`src/rtl/hilo_unit.sv`:
```
// HI/LO pipeline stage: carries hiloresult through M and W, commits to architectural HI/LO, forwards to execute.
// Latency: forwarded from M at N+1, commit at N+2, architectural at N+3; stall_m freezes M/W/arch, flush_m kills M.
module hilo_unit #(
  parameter int WIDTH = 32
) (
  input  logic                 clk,
  input  logic                 rst,
  input  logic [1:0]           hilo_we_e,
  input  logic [2*WIDTH-1:0]   hiloresult_e,
  input  logic                 stall_e,
  input  logic                 stall_m,
  input  logic                 flush_m,
  output logic [WIDTH-1:0]     hi_e,
  output logic [WIDTH-1:0]     lo_e,
  output logic [WIDTH-1:0]     hi_q,
  output logic [WIDTH-1:0]     lo_q,
  output logic [1:0]           commit_w
);

  logic [1:0]         we_m_q, we_m_d;
  logic [1:0]         we_w_q, we_w_d;
  logic [2*WIDTH-1:0] data_m_q, data_m_d;
  logic [2*WIDTH-1:0] data_w_q, data_w_d;
  logic [WIDTH-1:0]   hi_arch_q, hi_arch_d;
  logic [WIDTH-1:0]   lo_arch_q, lo_arch_d;

  // Flush outranks stall_m for M: the faulting instruction must die even while memory is held.
  always_comb begin
    we_m_d   = we_m_q;
    data_m_d = data_m_q;
    if (flush_m) begin
      we_m_d = 2'b00;
    end else if (!stall_m) begin
      if (stall_e) begin
        we_m_d = 2'b00;
      end else begin
        we_m_d   = hilo_we_e;
        data_m_d = hiloresult_e;
      end
    end
  end

  always_comb begin
    we_w_d   = we_w_q;
    data_w_d = data_w_q;
    if (!stall_m) begin
      if (flush_m) begin
        we_w_d = 2'b00;
      end else begin
        we_w_d   = we_m_q;
        data_w_d = data_m_q;
      end
    end
  end

  always_comb begin
    hi_arch_d = hi_arch_q;
    lo_arch_d = lo_arch_q;
    if (!stall_m) begin
      if (we_w_q[1]) hi_arch_d = data_w_q[2*WIDTH-1:WIDTH];
      if (we_w_q[0]) lo_arch_d = data_w_q[WIDTH-1:0];
    end
  end

  always_ff @(posedge clk or negedge rst) begin
    if (!rst) begin
      we_m_q    <= '0;
      we_w_q    <= '0;
      data_m_q  <= '0;
      data_w_q  <= '0;
      hi_arch_q <= '0;
      lo_arch_q <= '0;
    end else begin
      we_m_q    <= we_m_d;
      we_w_q    <= we_w_d;
      data_m_q  <= data_m_d;
      data_w_q  <= data_w_d;
      hi_arch_q <= hi_arch_d;
      lo_arch_q <= lo_arch_d;
    end
  end

  // Per-half forwarding, nearest producer first.
  assign hi_e = we_m_q[1] ? data_m_q[2*WIDTH-1:WIDTH] :
                we_w_q[1] ? data_w_q[2*WIDTH-1:WIDTH] : hi_arch_q;
  assign lo_e = we_m_q[0] ? data_m_q[WIDTH-1:0] :
                we_w_q[0] ? data_w_q[WIDTH-1:0] : lo_arch_q;

  assign hi_q     = hi_arch_q;
  assign lo_q     = lo_arch_q;
  assign commit_w = we_w_q & {2{~stall_m}};

endmodule

```
`config.mk`:
```
export PLATFORM = sky130hd
export DESIGN_NAME = hilo_unit
export DESIGN_NICKNAME = d
export VERILOG_FILES = /design/src/rtl/hilo_unit.sv
export SDC_FILE = /design/constraint.sdc
export NUM_CORES = 1
export LEC_CHECK = 0
export CAP_MARGIN = 20
export CORE_MARGIN = 1.5
export CORE_UTILIZATION = 30
export CTS_CLUSTER_DIAMETER = 100
export DETAILED_ROUTE_END_ITERATION = 12
export HOLD_SLACK_MARGIN = 0.03
export PLACE_DENSITY_LB_ADDON = 0.08
export SETUP_SLACK_MARGIN = 0.5
export SYNTH_ARGS = -nofsm -noshare
export SYNTH_HDL_FRONTEND = slang
export SYNTH_SLANG_ARGS = --single-unit
```
`constraint.sdc`:
```
create_clock -name clk -period 1.5 [get_ports clk]
set_input_delay 0.15 -clock clk [delete_from_list [all_inputs] [get_ports clk]]
set_output_delay 0.15 -clock clk [all_outputs]
set_load 0.02 [all_outputs]
```
Yosys cells after proc, flatten, opt, wreduce, memory -nomap -nowiden
Cells that the tools add are included.
- bits in registers: 196
- latch bits: 0
- memory bits (writable): 0
- memory bits (read-only): 0
- input bits: 71
- memories: 0
- $add $sub $neg: 0
- multiply operators: 0
- divide/modulo/power cells: 0
- magnitude comparators: 0
- equality and inequality tests: 1
- shifts and indexed selects: 0
- muxes and demuxes: 8
- bitwise gates (word level): 4
- reductions and logical operators: 2
- operators with widths (cell ; count):
    $mux W32 ; 4
    $mux W2 ; 4
    $not A1 Y1 ; 3
    $reduce_and A3 Y1 ; 1
    $and A2 B2 Y2 ; 1
    $ne A2 B1 Y1 const B ; 1
    $reduce_and A2 Y1 ; 1

Logic depth before layout (Yosys ltp)
Gate-level depths: netlist of run 1.
- depth in word-level cells: 3
- depth in mapped cells: 5

Worst setup path after synthesis of run 1
Ideal clock, no wire load.
- path kind: register -> register
- start: register we_w_q[0]
- end: register lo_arch_q[22] (netlist: lo_q[22])
- setup time: 125 ps
- arrival time: 1337 ps
- data required time: 1375 ps
- slack: 38 ps
- cell stages (with the launch flop): 6
- buffers on the path: 3
- period minus slack after synthesis: 1462 ps
- cells stage by stage: dfrtp_1 buf_2 nor2b_1 buf_2 buf_2 mux2_2
- longest elaborated chain between the ends: 1
- RTL lines (element ; RTL line ; source):
    from (decl) ; 21 ; logic [1:0] we_w_q, we_w_d;
    from (signal assigned) ; 75 ; we_w_q <= we_w_d;
    $mux W32 ; n/a ;
    to (signal assigned) ; 79 ; lo_arch_q <= lo_arch_d;
    to (decl) ; 25 ; logic [WIDTH-1:0] lo_arch_q, lo_arch_d;
No other way between the ends.
A chain may end at the register's enable or synchronous reset.

Worst setup path in the final report of run 1
- start: register we_w_q[1]
- end: output port hi_e[25]
- longest elaborated chain between the ends: 2
- RTL lines (element ; RTL line ; source):
    $mux W32 ; n/a ;
    $mux W32 ; 84 ; assign hi_e = we_m_q[1] ? data_m_q[2*WIDTH-1:WIDTH] :
    to (decl) ; 13 ; output logic [WIDTH-1:0] hi_e,
No other way between the ends.

==> results of run 1 <==
## cell usage after synthesis
library cell,n
dfrtp_1,196
mux2_2,187
nand2_1,68
o21ai_0,66
mux2i_1,64
buf_2,16
clkbuf_1,14
buf_6,13
mux2_1,5
a21oi_1,2
nand2b_1,2
nor2b_1,2
or3b_2,2
nor2_2,1
nor3_4,1
## power groups by stage
stage | Clock, mW | Combinational [mW] | Sequential [mW]
floorplan | 0 | 3.67 | 8.48
global placement | 0 | 7.93 | 7.91
detailed placement | 0 | 7.99 | 8.00
CTS | 4.66 | 7.40 | 7.95
global route | 4.87 | 8.78 | 8.33
finish | 4.51 | 8.30 | 8.09
## final cells by class
class	instances	share of cell area, %
Clock buffer	20	3.38
Clock inverter	12	0.834
Multi-Input combinational cell	400	32.3
Sequential cell	196	36.4
Tap cell	378	3.50
Timing Repair Buffer	294	23.6
## final timing paths
check                                        start                 endpoint  cells past startpoint  slack (ns)
setup reg to reg             we_w_q[1]$_DFFE_PN0N_      hi_q[3]$_DFFE_PN0N_                      6       -0.23
max in group asynchronous                      rst     lo_q[27]$_DFFE_PN0N_                      3        0.70
min in group asynchronous                      rst  data_w_q[8]$_DFFE_PN0P_                      2        0.15
hold / removal                             stall_e    we_m_q[0]$_DFFE_PN0P_                      3        0.10
hold reg to reg            data_m_q[0]$_DFFE_PN0P_  data_m_q[0]$_DFFE_PN0P_                      1        0.52
setup / recovery             we_w_q[1]$_DFFE_PN0N_                 hi_e[25]                      5       -0.38
## sequential cells by signal, summed over array words and instances, names as in the netlist
signal    count
data_m_q     64
hi_q         32
lo_q         32
we_m_q        2
we_w_q        2
data_w_q     64
## metal layers
| layer | wire length, µm | vias up | GRT usage [%] |
|---|---|---|---|
| li1 | - | 2807 | - |
| met1 | 12000 | 3156 | 22.0 |
| met2 | 12800 | 141 | 27.9 |
| met3 | 1090 | 15 | 4.07 |
| met4 | 266 | 0 | 4.06 |
| met5 | 0 | - | 0 |
## cells by family (layout without fill, tap and decap cells)
family | after synthesis | count (layout) | synth area share (%)
and+or+nand+nor | 76 | 76 | 3.70
buffers and inverters | 43 | 326 | 3.23
DFF | 196 | 196 | 56.7
AOI/OAI and AO/OA | 68 | 68 | 3.94
muxes | 256 | 256 | 32.4
## timing repair
action,in CTS,in global routing
pin swaps,0,5
endpoints found under the hold margin,196,0
setup endpoints to repair,325,325
gates resized for setup,537,234
gates cloned,3,11
setup buffers,6,33
hold buffers,1,0
## critical path: stages, from the launching register on
cell and delay, ns:
dfrtp_2 0.48, buf_4 0.17, buf_8 0.13, mux2i_1 0.12, o21ai_1 0.22, buf_4 0.19
## per-stage QoR
stage / hold WS [ns] / setup TNS, ns / util (%) / total power, mW / instances
floorplan: -0.146 / 0 / - / 12.2 / 639
global placement: 0.0528 / -49.23 / 42.8 / 15.8 / 1214
detailed placement: 0.0551 / -55.02 / 42.8 / 16.0 / 1214
CTS: 0.141 / -23.72 / 44.4 / 20.0 / 1256
global route: 0.0932 / -33.07 / 48.1 / 22.0 / 1300
finish: 0.103 / -25.50 / 48.1 / 20.9 / 1300
==> flow_summary_export.csv, run 1 <==
group,metric,value,unit
critical_path,crit_arrival,1.73,ns
critical_path,crit_fanout,7,
status,violations,"setup timing",
global_routing,grt_usage,16.8,%
clock_network,cts_buffer_depth,2,
global_routing,grt_max_degree,64,
global_routing,grt_overflow,0,
die,core,28100,µm²
clock_network,numCtsBuffers,17,
sta,slew_headroom,76.1,%
clock_network,clk_latency,0.44,ns
die,die-area,29900,µm²
cells_and_area,syn_to_final_growth,56.1,%
placement,place_area,12000,µm²
routing,drt_pass1_iterations,4,
pwr,ir_worst_vdd,0.000696,V
die,die_h,173,µm
cells_and_area,final_cell_area,13500,µm²
yosys,yosysWarnings,0,
status,status,"complete, but fails checks",
global_routing,grt_first_pass_wirelength,39.0,mm
yosys,syn-cell-area,8650,µm²
sta,finalHoldViolations,0,
sta,rsz0062_at_grt,"yes",
placement,gp_congestion,0.726,
yosys,yosys.cell_types.count,15,
global_routing,grt_pass1_vias,6502,
clock_network,cts_tree,"built",
yosys,synth_cells,639,
pwr,pwr-share-clk,21.6,%
die,num_rows,61,
cells_and_area,drive_gt1_share,58.8,%
cells_and_area,multiInputGateArea,4360,µm²
flow_run,max_cap_violations,0,
die,start_util,30.8,%
clock_network,cts.sinks,196,
yosys,synth_top_area_cell,"dfrtp_1",
sta,fin_crit_sh,125,%
yosys,synthTopCellsByArea,"dfrtp_1, mux2_2, mux2i_1",
routing,ant_nets,0,
routing,drc_errors,0,
yosys,yosysSeqAreaShare,56.7,%
yosys,synth_top_area_share,56.7,%
yosys,synthesis.nets,710,
die,dieWidth,173,µm
sta,slew_violations,0,
global_routing,antenna_found_initial,0,
critical_path,end_kind,"primary output",
placement,dp_slack,-0.314,ns
critical_path,critPathLaunchType,"register",
routing,vias,6119,
die,ios,201,
clock_network,htreeDepth,4,
cells_and_area,fillCellCount,2556,
critical_path,cp.required,1.35,ns
sta,worst_pin_slew,0.359,ns
cells_and_area,final_nets,980,
routing,vias_per_cell,4.71,
cells_and_area,final_cell_mix,"dfrtp_1, mux2_4, buf_6",
pwr,leakagePower,5.98,nW
sta,fin_ws,-0.378,ns
critical_path,crit_type,"register to primary output",
routing,wl_per_cell,20.1,µm
cells_and_area,antenna_cells,0,
sta,fmax,532,MHz
routing,routed_wl,26.2,mm
pwr,internal-power,13.6,mW
pwr,p_sw,7.29,mW
pwr,seq_power_share,38.7,%
cells_and_area,mostFrequentLayoutCell,"dfrtp_1",
pwr,power_switching_share,34.9,%
sta,clock_skew,0.0177,ns
placement,hpwl,15.9,mm
pwr,pwr-share-comb,39.7,%
sta,fin_crit,1.88,ns
hold_path,hp-class,"input port to register",
cells_and_area,seq_area,4910,µm²
yosys,syn_avg_cell_area,13.5,µm²
pwr,p_per_area,1550,nW/µm²
placement,portBuffers,200,
sta,setup_viol,122,
routing,drtIter0Drc,240,
clock_network,cts-root-buf,"clkbuf_16",
yosys,ys_seq_elements,196,
clock_network,clk_pin_slew_worst_paths,0.07,ns
Note: power is estimated with default switching activity, not from simulation.
==> run 2, diff against run 1 <==
Clock period 1.5 ns to 1.6 ns, I/O delays scaled along.
==> run 2 against run 1 <==
Effect of this change: the run still ends with setup timing left; routed wire length is 1.8% lower; worst hold slack better by 0.014 ns; global-route usage is 0.76 points higher; die area stayed put; clock-buffer cell count is 2 lower; non-clock buffer count is 6 higher; sequential power is 5.3% lower; combinational power is 2% higher; cell count is 0.38% higher; setup slack better by 0.15 ns; flip-flop and latch count stayed put.
==> flow_summary_export.csv, run 2 (synthesized netlist as in run 1, its figures left out) <==
group,metric,value,unit
critical_path,cp.required,1.44,ns
placement,portBuffers,200,
pwr,seq_power_share,37.9,%
clock_network,htreeDepth,4,
routing,drc_errors,0,
routing,drt_pass1_iterations,4,
placement,place_inst,1216,
flow_run,max_cap_violations,0,
global_routing,antenna_found_initial,2,
placement,gp_congestion,0.757,
sta,fmax,548,MHz
sta,slew_headroom,65.3,%
cells_and_area,mostFrequentLayoutCell,"dfrtp_1",
clock_network,numCtsBuffers,17,
global_routing,grt_pass1_vias,6697,
critical_path,path_cells,"buf_12 -> buf_16 -> mux2i_2 -> o21ai_2 -> buf_6",
cells_and_area,syn_to_final_growth,61.4,%
sta,rsz0062_at_grt,"yes",
sta,fin_crit,1.83,ns
clock_network,clk_latency,0.43,ns
critical_path,critPathLaunchType,"register",
sta,clock_skew,0.0114,ns
critical_path,worst_path_largest_cell_delay,0.49,ns
cells_and_area,drive_gt1_share,59.3,%
clock_network,cts_buffer_depth,2,
status,status,"complete, but fails checks",
global_routing,grt_first_pass_wirelength,40.7,mm
pwr,pwr-share-comb,41.9,%
die,num_rows,61,
placement,hpwl,15.9,mm
critical_path,crit_slowest_cell,"dfrtp_2",
sta,fin_crit_sh,114,%
clock_network,cts-root-buf,"clkbuf_16",
sta,fin_hold_ws,0.117,ns
critical_path,crit_type,"register to primary output",
global_routing,grt_usage,17.5,%
routing,wl_per_cell,19.7,µm
clock_network,cts.sinks,196,
routing,vias,6119,
sta,fin_ws,-0.226,ns
routing,ant_nets,0,
die,die-area,29900,µm²
global_routing,grt_max_degree,53,
cells_and_area,fin_cells,1305,
critical_path,rrSetupSlack,-0.06,ns
critical_path,end_kind,"primary output",
cells_and_area,final_cell_mix,"dfrtp_1, mux2_4, buf_6",
critical_path,crit_buf_inv,3,
die,core,28100,µm²
die,die_h,173,µm
routing,vias_per_cell,4.69,
status,violations,"setup timing",
pwr,internal-power,13.3,mW
sta,slew_violations,0,
sta,finalHoldViolations,0,
pwr,pwr-share-clk,20.2,%
critical_path,crit_arrival,1.67,ns
sta,setup_viol,92,
pwr,leakagePower,6.08,nW
cells_and_area,final_nets,986,
die,dieWidth,173,µm
routing,routed_wl,25.7,mm
global_routing,grt_overflow,0,
die,start_util,30.8,%
die,ios,201,
sta,fin_setup_tns,-10.87,ns
cells_and_area,reg_top3,"data_m_q (64), data_w_q (64)",
pwr,power_switching_share,34.2,%
pwr,p_sw,6.92,mW
critical_path,cp_top_family,"flip-flops",
pwr,ir_worst_vdd,0.000693,V
pwr,p_per_area,1450,nW/µm²
critical_path,crit_fanout,6,
routing,drtIter0Drc,268,
sta,worst_pin_slew,0.520,ns
clock_network,cts_tree,"built",
clock_network,clk_pin_slew_worst_paths,0.07,ns
hold_path,hp-class,"input port to register",
-- run 2: cell type report --
class | count | area, µm²
multi-input cells | 400 | 4360
flip-flops and latches | 196 | 4910
fillers | 2457 | 14100
repair buffers | 300 | 3660
well taps | 378 | 473
diodes | 1 | 2.50
clock inverters | 12 | 115
clock buffers | 18 | 429
-- run 2: worst paths after layout --
check	from	endpoint	depth (start not counted)
setup / recovery	we_w_q[1]$_DFFE_PN0N_	hi_e[4]	5
hold / removal	flush_m	we_w_q[0]$_DFFE_PN0N_	2
setup reg to reg	we_w_q[0]$_DFFE_PN0N_	lo_q[4]$_DFFE_PN0N_	7
hold reg to reg	data_m_q[63]$_DFFE_PN0P_	data_m_q[63]$_DFFE_PN0P_	1
max in group asynchronous	rst	hi_q[1]$_DFFE_PN0N_	3
min in group asynchronous	rst	data_w_q[9]$_DFFE_PN0P_	2
-- run 2: metrics by stage --
| step | util, % | setup slack (ns) | instance area (µm²) | total power [mW] |
|---|---|---|---|---|
| after global placement | 43.0 | -0.188 | 12100 | 14.7 |
| after detailed placement | 43.0 | -0.192 | 12100 | 14.9 |
| final | 49.7 | -0.226 | 14000 | 20.2 |
| after global routing | 49.7 | -0.291 | 14000 | 21.3 |
| after CTS | 47.8 | -0.234 | 13400 | 19.6 |
| after floorplan | - | 0.299 | 9310 | 11.4 |
-- run 2: power groups by stage --
| stage | registers [mW] | clock network [mW] | logic (mW) |
|---|---|---|---|
| finish | 7.66 | 4.08 | 8.46 |
| global route | 7.87 | 4.47 | 8.92 |
| CTS | 7.52 | 4.25 | 7.79 |
| detailed placement | 7.52 | 0 | 7.38 |
| global placement | 7.44 | 0 | 7.31 |
| floorplan | 7.95 | 0 | 3.41 |
-- run 2: what timing repair did --
item | in CTS | in global routing
setup endpoints to repair | 321 | 195
endpoints found under the hold margin | 44 | 0
hold buffers | 1 | 0
gates resized for setup | 787 | 101
pin swaps | 10 | 6
setup buffers | 22 | 20
gates cloned | 14 | 1
-- run 2: routing by layer --
layer / up-vias / track usage (%) / wire length, µm
met5: - / 0 / 0
met4: 0 / 4.64 / 299
met3: 19 / 5.01 / 1410
met2: 150 / 27.9 / 12200
met1: 3126 / 23.5 / 11700
li1: 2824 / - / -
==> run 3, diff against run 2 <==
Clock period 1.6 ns to 1.7 ns, I/O delays scaled along.
==> run 3 against run 2 <==
Effect of this change: the run still ends with setup timing left; worst hold slack improved by 0.11 ns; setup slack better by 0.099 ns; combinational power shrank 21%; sequential power decreased by 7.6%; via count down 3.2%; core utilization shrank 3.9 points; register-to-register slack about the same.
==> flow_summary_export.csv, run 3 (synthesized netlist as in run 1, its figures left out) <==
group,metric,value,unit
status,status,"complete, but fails checks",
status,violations,"setup timing",
routing,drc_errors,0,
cells_and_area,syn_to_final_growth,48.7,%
pwr,seq_power_share,39.7,%
pwr,p_per_area,1390,nW/µm²
pwr,pwr-share-comb,37.4,%
cells_and_area,final_cell_mix,"dfrtp_1, mux2_2, buf_6",
routing,wl_per_cell,19.1,µm
cells_and_area,reg_top3,"data_m_q (64), data_w_q (64)",
clock_network,numCtsBuffers,17,
die,die-area,29900,µm²
cells_and_area,final_nets,959,
placement,place_inst,1209,
cells_and_area,drive_gt1_share,57.7,%
pwr,pwr-share-clk,22.9,%
die,dieWidth,173,µm
critical_path,critPathLaunchType,"register",
global_routing,grt_pass1_vias,6359,
routing,top_layer_used,"met4",
clock_network,cts_tree,"built",
die,start_util,30.8,%
global_routing,grt_usage,16.0,%
sta,fin_crit_sh,107,%
flow_run,max_cap_violations,0,
global_routing,grt_first_pass_wirelength,37.1,mm
routing,route.met2.wl,12.1,mm
clock_network,cts_buffer_depth,2,
routing,drt_pass1_iterations,4,
clock_network,htreeDepth,4,
sta,fmax,547,MHz
cells_and_area,fin_cells,1280,
pwr,leakagePower,5.47,nW
sta,worst_pin_slew,0.350,ns
routing,vias_per_cell,4.63,
clock_network,clk_latency,0.43,ns
sta,slew_violations,0,
die,ios,201,
routing,vias,5926,
die,die_h,173,µm
routing,wl_met3,1.46,mm
placement,hpwl,15.6,mm
routing,drtIter0Drc,186,
pwr,power_switching_share,35.3,%
routing,ant_nets,0,
critical_path,crit_arrival,1.66,ns
critical_path,end_kind,"primary output",
sta,fin_ws,-0.127,ns
routing,routed_wl,24.5,mm
pwr,internal-power,11.5,mW
global_routing,grt_overflow,0,
sta,fin_crit,1.83,ns
global_routing,grt_max_degree,58,
die,num_rows,61,
sta,setup_viol,86,
sta,clock_skew,0.0115,ns
critical_path,crit_type,"register to primary output",
sta,rsz0062_at_grt,"yes",
sta,slew_headroom,76.7,%
clock_network,clk_pin_slew_worst_paths,0.07,ns
critical_path,cp.required,1.53,ns
critical_path,startpoint,"we_w_q[0]$_DFFE_PN0N_",
routing,drt-met1-wl,10.7,mm
placement,portBuffers,200,
clock_network,cts-root-buf,"clkbuf_16",
cells_and_area,mostFrequentLayoutCell,"dfrtp_1",
global_routing,antenna_found_initial,1,
cells_and_area,fillCellCount,2592,
hold_path,hp-class,"input port to async pin",
die,core,28100,µm²
critical_path,crit_fanout,4,
placement,gp_congestion,0.762,
cells_and_area,final_core_util,45.8,%
critical_path,r2r_start,"we_w_q[0]$_DFFE_PN0N_",
pwr,p_sw,6.29,mW
clock_network,cts.sinks,196,
pwr,ir_worst_vdd,0.000647,V
sta,finalHoldViolations,0,
run 3: what timing repair did:
action                                  CTS  global route
setup buffers                             5            21
cloned                                    0            11
hold endpoints to repair                 66             0
pin swaps                                 0             2
resized for setup                       341           336
hold buffers                              1             0
endpoints found under the setup margin  322           322
run 3: power by group through the flow:
stage               Clock (mW)  Combinational (mW)  Sequential (mW)
floorplan                    0                2.90             7.45
global placement             0                6.52             6.97
detailed placement           0                6.61             7.08
CTS                       4.25                6.34             6.98
global route              4.45                7.10             7.30
finish                    4.08                6.66             7.08
run 3: worst paths after layout:
path                                       endpoint  slack (ns)  depth (start not counted)
min in group clk           data_m_q[48]$_DFFE_PN0P_        0.34                          2
min                            lo_q[24]$_DFFE_PN0N_        0.22                          2
min reg2reg                data_m_q[63]$_DFFE_PN0P_        0.52                          1
max reg2reg                    lo_q[13]$_DFFE_PN0N_       -0.05                          6
max in group asynchronous  data_w_q[54]$_DFFE_PN0P_        0.82                          3
max                                         lo_e[1]       -0.13                          5
run 3: worst max-delay path: stages, from the launching register on:
cell and delay [ns]:
dfrtp_2 0.46, buf_4 0.15, buf_4 0.14, mux2i_1 0.11
o21ai_1 0.20, buf_4 0.18
run 3: layout make-up:
cell class              count  area, µm²  share of cell area (%)
repair buffers            273       2900                    22.5
flip-flops and latches    196       4910                    38.2
clock buffers              18        429                    3.34
well taps                 378        473                    3.68
multi-input cells         400       3980                    30.9
clock inverters            14        169                    1.31
diodes                      1       2.50                  0.0195
run 3: through the flow:
step	hold WS, ns	TNS (ns)	total power, mW	cell area [µm²]	setup slack (ns)
6_report	0.223	-3.72	17.8	12900	-0.127
3_5_place_dp	0.117	-14.21	13.7	11600	-0.137
2_1_floorplan	-0.126	0	10.4	8990	0.396
4_1_cts	0.208	-5.55	17.6	12100	-0.247
5_1_grt	0.224	-9.98	18.8	12900	-0.199
3_3_place_gp	0.113	-10.52	13.5	11600	-0.102
run 3: routing by layer:
metal  vias up  GRT usage, %
met4         0          3.66
li1       2778             -
met2       143          26.8
met5         -             0
met3        15          5.28
met1      2990          19.9
